`config.mk`:
```
export PLATFORM = sky130hd
export DESIGN_NAME = double_counter
export DESIGN_NICKNAME = d
export VERILOG_FILES = /design/src/rtl/double_counter.sv
export SDC_FILE = /design/constraint.sdc
export NUM_CORES = 1
export LEC_CHECK = 0
export ABC_AREA = 1
export CELL_PAD_IN_SITES_DETAIL_PLACEMENT = 1
export CELL_PAD_IN_SITES_GLOBAL_PLACEMENT = 2
export CORE_UTILIZATION = 23
export DETAILED_ROUTE_END_ITERATION = 16
export PLACE_DENSITY = 0.81
export SETUP_SLACK_MARGIN = 0.3
export SLEW_MARGIN = 30
export SYNTH_ARGS = -nofsm -noshare
export SYNTH_HDL_FRONTEND = slang
export SYNTH_SLANG_ARGS = --single-unit
```
`constraint.sdc`:
```
create_clock -name clk -period 1.8 [get_ports clk]
set_clock_uncertainty 0.2 [all_clocks]
set_input_delay 0.36 -clock clk [delete_from_list [all_inputs] [get_ports clk]]
set_output_delay 0.36 -clock clk [all_outputs]
set_load 0.005 [all_outputs]
```
`src/rtl/double_counter.sv`:
```
// Row-major (u,v) position counter over a BLOCK_SIZE x BLOCK_SIZE block.
// Define DOUBLE_COUNTER_WRAP_EN to wrap to (0,0) after the final position instead of saturating.
module double_counter #(
  parameter int unsigned BLOCK_SIZE = 8,
  parameter int unsigned CNT_W      = $clog2(BLOCK_SIZE)
) (
  input  logic             clk,
  input  logic             rst_n,
  input  logic             restart,
  input  logic             go,
  output logic [CNT_W-1:0] u,
  output logic [CNT_W-1:0] v,
  output logic             done
);

  localparam logic [CNT_W-1:0] LAST = CNT_W'(BLOCK_SIZE - 1);

  logic [CNT_W-1:0] r_u;
  logic [CNT_W-1:0] r_v;
  logic [CNT_W-1:0] w_u_nxt;
  logic [CNT_W-1:0] w_v_nxt;
  logic             w_u_last;
  logic             w_v_last;
  logic             w_final;
  logic             w_step;
  logic             w_u_en;
  logic             w_v_en;

  assign w_u_last = (r_u == LAST);
  assign w_v_last = (r_v == LAST);
  assign w_final  = w_u_last && w_v_last;

`ifdef DOUBLE_COUNTER_WRAP_EN
  assign w_step = go;
`else
  // Saturate: suppress stepping once the final position is reached.
  assign w_step = go && !w_final;
`endif

  assign w_v_en = restart || w_step;
  assign w_u_en = restart || (w_step && w_v_last);

  // Explicit compare-to-LAST wrap keeps values in range for non-power-of-two sizes.
  always_comb begin
    w_u_nxt = '0;
    w_v_nxt = '0;
    if (!restart) begin
      w_v_nxt = w_v_last ? '0 : r_v + CNT_W'(1);
      w_u_nxt = w_u_last ? '0 : r_u + CNT_W'(1);
    end
  end

  always_ff @(posedge clk or negedge rst_n) begin
    if (!rst_n) begin
      r_v <= '0;
    end else if (w_v_en) begin
      r_v <= w_v_nxt;
    end
  end

  always_ff @(posedge clk or negedge rst_n) begin
    if (!rst_n) begin
      r_u <= '0;
    end else if (w_u_en) begin
      r_u <= w_u_nxt;
    end
  end

  assign u    = r_u;
  assign v    = r_v;
  assign done = w_final;

endmodule

```
### Yosys cells after proc, flatten, opt, wreduce, memory -nomap -nowiden

Cells that the tools add are included.

* memories kept: 0
* register bits after elaboration: 6
* memory bits (read-only): 0
* latch bits: 0
* bits in writable memories: 0
* output and inout bits: 7

* magnitude comparators: 0
* mux-type cells: 4
* shift operators: 0
* reductions and logical operators: 6
* bitwise logic cells: 0
* divide/modulo/power cells: 0
* equality and inequality tests: 2
* $add $sub $neg: 2
* $mul: 0

Operators with widths (count)
* 3-bit 2-to-1 mux: 4
* 3-bit by 1-bit adder with 3-bit output, second input constant: 2
* 3-bit == test, second input constant: 2
* 1-bit logical AND: 3
* 1-bit logical OR: 2
* 1-bit zero test: 1

### Depth between registers and ports, before layout

* word-level depth: 6
* gate-level depth with buffers: 7

### Worst setup path after synthesis

Ideal clock, no wire load.

* kind: register to output
* start point: reg r_v[0] (netlist: v[0])
* end point: out done
* slack: 0.286 ns
* required time: 1.240 ns
* arrival: 0.954 ns
* buffers on the path: 0
* cell stages (with the launch flop): 5
* cell sequence: dfrtp_1 ha_1 ha_1 nand2_2 inv_1

* cells in the longest elaborated chain, start to end: 2

RTL lines
* start, declared: RTL line 19 `logic [CNT_W-1:0] r_v;`
* start signal, assigned: RTL line 57 `r_v <= w_v_nxt;`
* 3-bit == test: RTL line 30 `assign w_v_last = (r_v == LAST);`
* 1-bit logical AND: RTL line 31 `assign w_final = w_u_last && w_v_last;`
* end, declared: RTL line 13 `output logic done`

Every way passes these cells.

### Worst setup path after layout

Ends and elaborated chain as after synthesis.

==> out/results.md <==
Finish
* **utilization after layout** 0.522
* **final-stage net count** 79
* **Diodes inserted** 0
* **Layout area overhead** 105%
* **Post-Layout Cell Count** 84
* **share of final-layout standard cells stronger than drive strength 1** 0.638
* **Fillers** 156

STA
* **Final setup violation count** 0
* **Max Transition Viols Final** 0
* **final cycle utilization of the critical path** 0.987
* **Max-Slew Margin vs Limit** 0.795
* **highest achievable clock rate** 563 MHz
* **unrepaired setup endpoints after global routing** true
* **number of endpoints with negative hold slack in the final report** 0
* **minimum clock period** 1780 ps
* **Worst-Margin Slew** 306 ps

Critical path
* **CP max FO** 2
* **startpoint types** register
* **worst flop-to-flop path startpoint** u[0]
* **cell with the largest stage delay on the worst path** sky130_fd_sc_hd__dfrtp_1
* **data arrival time of the worst path** 1220 ps
* **max incr delay on CP** 390 ps
* **Crit Path Class** register to output pin
* **endpoint class of the critical path** output pin
* **chain of cells forming the critical path** ha_2, ha_4, nand2_4, inv_2, buf_6
* **Register-to-Register Path Depth** 9
* **required time of the critical path** 1240 ps
* **register-to-register setup slack** 170 ps
* **Critical R2R Capture** u[0]

Drt
* **Remaining DRCs** 0
* **first-pass detailed-route iteration total** 1
* **routed wirelength normalized by instance count** 14.6 um
* **antenna-violating nets left** 0
* **Final Routed Wirelength** 1.23 mm
* **via/cell ratio** 4.73
* **count of routing violations after the opening detailed-route iteration** 0
* **vias after detailed routing** 397

GRT
* **via count of the first global-routing pass** 362
* **pin count of the biggest net entering global routing** 11
* **initial antenna violation count** 0
* **Remaining Overflow, GRT** 0
* **total global routing track utilization** 0.152
* **first-pass GRT wire length** 1.57 mm

Outcome
* **run status** finished clean

Logic synthesis
* **most instantiated library cell after synthesis** sky130_fd_sc_hd__nand2_1
* **fraction of synthesized cell area taken by the top area cell type** 0.436
* **area of the mapped netlist** 344 sq um
* **post-synth cell types** 11
* **Primary FF master, synth** sky130_fd_sc_hd__dfrtp_1
* **post-synth net total** 49
* **cell type with the largest total area after synthesis** sky130_fd_sc_hd__dfrtp_1
* **sequential element share of the synthesized area** 0.436
* **total number of yosys warnings** 0
* **total of flip-flops plus latches after synthesis** 6
* **largest cells by area after synthesis** sky130_fd_sc_hd__dfrtp_1 (44%), sky130_fd_sc_hd__ha_1 (15%), sky130_fd_sc_hd__nand2_1 (11%), sky130_fd_sc_hd__nand3_1 (8.7%), sky130_fd_sc_hd__nand4_1 (5.5%)
* **FFs w/ async S/R, synth** 1.00
* **Gate Count Post-Synth** 41
* **number of enable flip-flop cells after synthesis** 0
* **most used standard cells in the synthesized netlist** sky130_fd_sc_hd__nand2_1 (10), sky130_fd_sc_hd__dfrtp_1 (6), sky130_fd_sc_hd__nand3_1 (6)
* **mean area per synthesized cell** 8.39 sq um

Clock tree
* **Skew-Pair Late Insertion Delay** 240 ps
* **maximum buffer depth of the clock tree** 2
* **clock sink count** 6
* **Inserted Clock Buffers** 3
* **clock root buffer** sky130_fd_sc_hd__clkbuf_4
* **H-Tree Level Count** 1
* **TritonCTS clock tree** done
* **clock-pin slew on the worst setup and hold paths** 40 ps
* **hold bufs inserted after CTS** 0

Floorplanning
* **die span in y** 40.7 um
* **starting utilization of the core area** 0.255
* **total core area** 0.00135 sq mm
* **die span in x** 40.7 um
* **boundary pin count** 11
* **Placement Rows** 13
* **full die area** 0.00165 sq mm

Placed design
* **placed wire-length estimate** 792 um
* **cell count after placement** 74
* **Routability Congestion** 0.687
* **port bufs** 10

Min path
* **Hold Crit Class** primary input to async pin

Power and ir drop
* **static leakage** 0.368 nW
* **PwrDens** 571 mW/mm^2
* **worst supply voltage drop on vdd** 319 uV

Run
* **max-cap check violation count** 0

## cell usage in the layout, fill, tap and decap left out
cell                              synthesis  routed
sky130_fd_sc_hd__nand3_4                  0       1
sky130_fd_sc_hd__nand2_4                  0       3
sky130_fd_sc_hd__inv_4                    0       1
sky130_fd_sc_hd__nand3_1                  6       3
sky130_fd_sc_hd__nand2_2                  2       5
sky130_fd_sc_hd__nand4_1                  3       3
sky130_fd_sc_hd__nand2_1                 10       4
sky130_fd_sc_hd__nor2_1                   3       3
sky130_fd_sc_hd__clkbuf_4                 0       3
sky130_fd_sc_hd__nand3_2                  1       3
sky130_fd_sc_hd__clkdlybuf4s50_1          0       3
sky130_fd_sc_hd__dfrtp_1                  6       6
sky130_fd_sc_hd__dlygate4sd2_1            0       1
sky130_fd_sc_hd__buf_2                    0       1
sky130_fd_sc_hd__ha_4                     0       2
sky130_fd_sc_hd__buf_4                    0       9
sky130_fd_sc_hd__buf_6                    0      10
sky130_fd_sc_hd__inv_1                    4       2
sky130_fd_sc_hd__inv_2                    1       2
sky130_fd_sc_hd__clkbuf_2                 0       1
sky130_fd_sc_hd__ha_2                     0       2
sky130_fd_sc_hd__nor3_2                   0       1
## routing by layer
metal,wire length (um),up-vias,global-route usage
li1,-,196,-
met1,590,193,0.187
met2,607,6,0.262
met3,14,2,0.0163
met4,18,0,0.0750
met5,0,-,0
## worst max-delay path by stage
| stage | from | to | cells past startpoint |
|---|---|---|---|
| after global routing | v[0] | done | 5 |
| after CTS | v[0] | done | 5 |
| after detailed placement | u[0] | done | 5 |
| final | v[0] | done | 5 |
| after floorplan | v[0] | done | 4 |
| after global placement | u[0] | done | 5 |
## final cells by class
type	instances	area [sq um]	share of cell area
flip-flops and latches	6	150	0.213
well taps	15	18.8	0.0266
multi-input cells	30	263	0.373
clock buffers	3	22.5	0.0320
inverters	5	21.3	0.0302
repair buffers	25	229	0.325
## state kept, by name (all words and copies together), names as in the netlist
register  flops
u             3
v             3
## per-stage QoR
step	power [W]	setup TNS (ps)	hold WS [ps]	area, sq um	setup WS (ps)
2_1_floorplan	0.000189	0	-136	349	321
3_3_place_gp	0.000248	-36.6	355	528	-36.6
3_5_place_dp	0.000250	-51.1	356	528	-51.1
4_1_cts	0.000386	0	152	606	37.3
5_1_grt	0.000434	-19.4	161	704	-19.4
6_report	0.000402	0	152	704	23.0
## critical path: cells and delay by family (launching register included)
| family | cells | cell delay [ps] |
|---|---|---|
| flops | 1 | 390 |
| simple gates | 1 | 60 |
| buf+inv | 2 | 130 |
| fa+ha+maj | 2 | 400 |
## kinds of logic after synthesis
| logic type | count (synthesis) | synth area share |
|---|---|---|
| flops | 6 | 0.436 |
| fa+ha+maj | 4 | 0.145 |
| simple gates | 26 | 0.364 |
| buf+inv | 5 | 0.0545 |
## timing repair
item,4_1_cts,5_1_grt
endpoints found under the setup margin,10,11
pin swaps,2,8
setup buffers,4,3
resized for setup,30,24
## power by group
| group | leakage, nW | total [W] | switching (W) | internal (W) |
|---|---|---|---|---|
| Combinational | 0.275 | 0.000125 | 0.0000572 | 0.0000681 |
| Sequential | 0.0801 | 0.000156 | 0.00000846 | 0.000147 |
| Clock | 0.0138 | 0.000121 | 0.0000459 | 0.0000752 |
Power figures use the tool's default switching activity.
==> patch 1 (same flow settings) <==
Set the parameter `BLOCK_SIZE` to 16 (it was 8).
--- a/src/rtl/double_counter.sv
+++ b/src/rtl/double_counter.sv
@@ -1,7 +1,7 @@
 // Row-major (u,v) position counter over a BLOCK_SIZE x BLOCK_SIZE block.
 // Define DOUBLE_COUNTER_WRAP_EN to wrap to (0,0) after the final position instead of saturating.
 module double_counter #(
-  parameter int unsigned BLOCK_SIZE = 8,
+  parameter int unsigned BLOCK_SIZE = 16,
   parameter int unsigned CNT_W      = $clog2(BLOCK_SIZE)
 ) (
   input  logic             clk,
Interface: changed (resized u and v); port bits go from 11 to 13. No check against the original RTL was run, so the function may have changed too.
==> patch 1 against the unedited design <==
First-iteration DRC count increased by 5. Critical path depth unchanged. Design area increased by 64%. Power increased by 21%. Cell count increased by 79%. Worst setup slack got worse by 0.016 ns. Wire length increased by 110%. Area after synthesis increased by 58%. Sequential cell count increased by 2. Highest routed layer unchanged.
==> patch 1: results (changes against the unedited design) <==
INFO  clock_network  max-clock-path-buffers=2 [unchanged]
INFO  grt            wire_length_of_the_first_global_routing_pass=3450µm [+120%]
INFO  layout         antenna_cells_inserted=0 [unchanged]
INFO  synth          syn-num-nets=74 [+51%]
INFO  synth          synthTopCellsByArea=sky130_fd_sc_hd__dfrtp_1, sky130_fd_sc_hd__nand3_1, sky130_fd_sc_hd__nand2_1
INFO  synth          syn-mean-instance-area=7.986µm² [-4.8%]
INFO  setup_path     reg2reg_to=u[2]$_DFFE_PN0P_
INFO  setup_path     regToRegSetupSlack=0.06ns [-0.11 ns]
INFO  clock_network  root_buffer=sky130_fd_sc_hd__clkbuf_4
INFO  run_status     run_status=completed
INFO  power          worst_ir_drop_vdd=308.6µV [-3.4%]
INFO  power          p_per_area=420.4mW/mm² [-26%]
INFO  layout         layout.filler_cells=267 [+71%]
INFO  clock_network  ctsHtreeMaxLevel=1 [unchanged]
INFO  sta            timing.slew.headroom=72.46% [-7.0 points]
INFO  placement      io_buffer_count=12 [+2]
INFO  detailed_routing routed_wl=2558µm [+110%]
INFO  setup_path     cell_type_group_with_the_largest_total_delay_on_the_critical_path=flip-flops
INFO  min_path       hold_path_class=primary input to async pin
INFO  clock_network  reg_clk_slew_reported_paths=0.07ns [+0.03 ns]
INFO  layout         layout-drive-gt1-share=60.66% [-3.1 points]
INFO  setup_path     crit_arrival=1.23ns
INFO  grt            grt_pass1_vias=726 [+100%]
INFO  synth          sequential_to_total_area_share_from_yosys_stat=36.87% [-6.8 points]
INFO  synth          ys_top_cells_by_count=sky130_fd_sc_hd__nand2_1, sky130_fd_sc_hd__nand3_1, sky130_fd_sc_hd__dfrtp_1
INFO  synth          synth_async_sr_flop_share=100.0% [unchanged]
INFO  layout         layout.nets=130 [+65%]
INFO  grt            grt_start_max_net_pins=16 [+5]
INFO  setup_path     timing.critical_path.to_type=primary output
INFO  detailed_routing drt_pass1_iterations=4 [+3]
INFO  synth          cell_variety_after_synth=17 [+6]
INFO  clock_network  numCtsBuffers=3 [unchanged]
INFO  grt            grt_util_all_layers=19.09% [+3.9 points]
INFO  setup_path     slowest_stage=sky130_fd_sc_hd__dfrtp_1
INFO  detailed_routing route.vias.total=700 [+76%]
INFO  placement      detailedPlacementHpwl=1120µm [+41%]
INFO  placement      globalplace.congestion=0.7530 [+9.7%]
INFO  clock_network  clock_insertion_delay_worst_skew=0.28ns [+0.04 ns]
INFO  power          leakage=0.5972nW [+62%]
INFO  setup_path     worst_setup_startpoint=u[1]$_DFFE_PN0P_
INFO  power          p_sw_share=29.85% [+2.1 points]
INFO  placement      place_inst=119 [+61%]
INFO  layout         final_cells=150 [+79%]
INFO  grt            overflow=0 [unchanged]
INFO  detailed_routing drt_iter0_drc=5 [+5]
INFO  setup_path     reg2regPathDepth=9 [unchanged]
INFO  sta            worst_hold_slack=0.1747ns [+0.02249 ns]
[patch 1: cell types whose count changed in the layout (fill, tap and decap cells not counted), sizes merged, moves of 2 or more]
cell	change
inv	+2
nand3	+11
dfrtp	+2
clkinv	+3
buf	+29
nor2	+2
nand2	+7
ha	-2
[patch 1: power by group through the flow]
stage,Clock [mW],Sequential (mW),Combinational (mW)
2_1_floorplan,0,0.198,0.0240
3_3_place_gp,0,0.193,0.0721
3_5_place_dp,0,0.193,0.0736
4_1_cts,0.157,0.190,0.104
5_1_grt,0.168,0.192,0.147
6_report,0.157,0.192,0.137
[patch 1: how the worst max path moves through the flow]
stage	end	depth (start not counted)	slack [ns]
after floorplan	done	3	0.33
after global placement	done	4	-0.002
after detailed placement	done	4	-0.02
after CTS	done	5	0.08
after global routing	done	5	-0.04
final	done	5	0.007
[patch 1: through the flow]
stage	TNS (ns)	setup slack, ns	total power [mW]	cell area (µm²)
floorplan	0	0.3292	0.2223	543.0
global placement	-0.001617	-0.001617	0.2647	783.3
detailed placement	-0.01916	-0.01916	0.2670	783.3
CTS	0	0.08072	0.4520	999.7
global route	-0.04390	-0.04390	0.5069	1154
finish	0	0.006760	0.4850	1154
[patch 1: per-layer routing]
layer	up-vias	wire length [µm]	global-route usage, %
li1	328	-	-
met1	355	1079	19.49
met2	10	1364	35.11
met3	7	63	6.364
met4	0	50	7.870
met5	-	0	0
[patch 1: what timing repair did]
item                                    CTS  global route
resized for setup                        56            22
endpoints found under the setup margin   13            14
buffers inserted                         19             9
pin swaps                                 6            10
[patch 1: cell type report]
class	instances	area share, %
Sequential cell	8	17.35
Multi-Input combinational cell	49	32.43
Inverter	10	3.688
Tap cell	28	3.037
Timing Repair Buffer	52	41.54
Clock buffer	3	1.952
[patch 1: cell families (layout without fill, tap and decap cells)]
kind of cell             count (synthesis)  after routing  synth area share [%]
AO/OA/AOI/OAI                            1              1                 2.996
XOR/XNOR                                 2              2                 3.226
adder cells (fa/ha/maj)                  2              2                 4.608
buffers and inverters                   11             65                 8.062
flip-flops                               8              8                 36.87
AND/OR/NAND/NOR                         44             44                 44.24
==> patch 2 (config.mk and constraints unchanged) <==
Without the edit above. Register the output `done`, without a reset; this adds one clock of latency there. The other outputs are not delayed to match.
--- a/src/rtl/double_counter.sv
+++ b/src/rtl/double_counter.sv
@@ -68,7 +68,9 @@
 
   assign u    = r_u;
   assign v    = r_v;
-  assign done = w_final;
+  always_ff @(posedge clk) begin
+    done <= w_final;
+  end
 
 endmodule
 
Check against the original RTL: same outputs for any inputs over 10 cycles, from zero or initial values and one cycle with rst_n low; that may be too few to reach the edited logic, so the function may still have changed.
==> patch 2 against the unedited design <==
Hold slack better by 0.0058 ns. Utilization is 2.6 points lower. Area after synthesis is 5.8% higher. Highest routed layer unchanged. Sequential cell count is 1 higher. Fmax is 19% higher. Largest cell class unchanged. Wire length is 0.49% higher. Design area is 2.7% lower. Power is 10% higher. Worst setup slack better by 0.28 ns.
==> patch 2: results (changes against the unedited design) <==
INFO  run_status     run_status=completed
INFO  layout         layout-drive-gt1-share=43.08% [-21 points]
INFO  synth          syn-mean-instance-area=8.669µm² [+3.3%]
INFO  sta            timing.slew.headroom=77.03% [-2.5 points]
INFO  detailed_routing wl_met3=17µm [+21%]
INFO  grt            wire_length_of_the_first_global_routing_pass=2042µm [+30%]
INFO  grt            grt_util_all_layers=15.87% [+0.66 points]
INFO  synth          synthTopCellsByArea=sky130_fd_sc_hd__dfrtp_1, sky130_fd_sc_hd__ha_1, sky130_fd_sc_hd__nand2_1
INFO  setup_path     crit_arrival=0.93ns [-0.29 ns]
INFO  detailed_routing drt_pass1_iterations=2 [+1]
INFO  placement      globalplace.congestion=0.7363 [+7.2%]
INFO  detailed_routing routedWlPerCell=15.45µm [+5.5%]
INFO  power          p_sw_share=28.97% [+1.2 points]
INFO  detailed_routing detailroute.wirelength.met2=660µm [+8.7%]
INFO  detailed_routing m1WireLength=552µm [-6.4%]
INFO  placement      detailedPlacementHpwl=680.2µm [-14%]
INFO  synth          synthesized_area_fraction_occupied_by_ao_oa_aoi_and_oai_cells=0% [unchanged]
INFO  grt            grt_util_met2=27.50% [+1.3 points]
INFO  layout         layout.nets=74 [-6.3%]
INFO  grt            grt_pass1_vias=450 [+24%]
INFO  clock_network  clock_insertion_delay_worst_skew=0.26ns [+0.02 ns]
INFO  grt            grt_util_met3=5.652% [+4.0 points]
INFO  setup_path     cell_type_group_with_the_largest_total_delay_on_the_critical_path=flip-flops
INFO  placement      place_inst=67 [-9.5%]
INFO  synth          synth_fa_ha_area_share=13.75% [-0.80 points]
INFO  power          worst_ir_drop_vdd=325.5µV [+1.9%]
INFO  synth          synth_async_sr_flop_share=85.71% [-14 points]
INFO  grt            gr-usage-met1=17.37% [-1.3 points]
patch 2: power groups by stage:
stage          clock, mW  sequential (mW)  combinational (mW)
2_1_floorplan          0            0.182              0.0289
3_3_place_gp           0            0.183              0.0712
3_5_place_dp           0            0.183              0.0729
4_1_cts            0.153            0.176               0.103
5_1_grt            0.162            0.178               0.133
6_report           0.148            0.176               0.119
patch 2: repair_timing:
item,4_1_cts,5_1_grt
resized for setup,18,15
hold buffers,0,0
setup buffers,9,0
pin swaps,5,9
setup endpoints to repair,13,10
gates cloned,0,0
patch 2: final timing paths:
check / start / endpoint / slack, ns / cells after the start
min in group clk: u[1]$_DFFE_PN0P_ / u[1]$_DFFE_PN0P_ / 0.43 / 3
worst max register to register: u[0]$_DFFE_PN0P_ / u[0]$_DFFE_PN0P_ / 0.31 / 8
max in group asynchronous: rst_n / v[1]$_DFFE_PN0P_ / 0.98 / 1
worst min-delay path: rst_n / v[0]$_DFFE_PN0P_ / 0.16 / 1
worst max-delay path: u[0]$_DFFE_PN0P_ / u[0] / 0.31 / 1
worst min register to register: u[1]$_DFFE_PN0P_ / u[1]$_DFFE_PN0P_ / 0.43 / 3
patch 2: metrics by stage:
step | setup WS [ns] | power, mW | instance area, µm²
5_1_grt | 0.2420 | 0.4726 | 685.7
4_1_cts | 0.2963 | 0.4315 | 616.8
3_5_place_dp | 0.2567 | 0.2560 | 483.0
6_report | 0.3068 | 0.4432 | 685.7
2_1_floorplan | 0.3919 | 0.2114 | 364.1
3_3_place_gp | 0.2503 | 0.2544 | 483.0
patch 2: layout make-up:
cell class,instances,area (µm²)
Tap cell,15,18.77
Inverter,5,18.77
Sequential cell,7,170.2
Multi-Input combinational cell,30,275.3
Clock buffer,4,26.28
Timing Repair Buffer,19,176.4
Fill cell,152,696.9
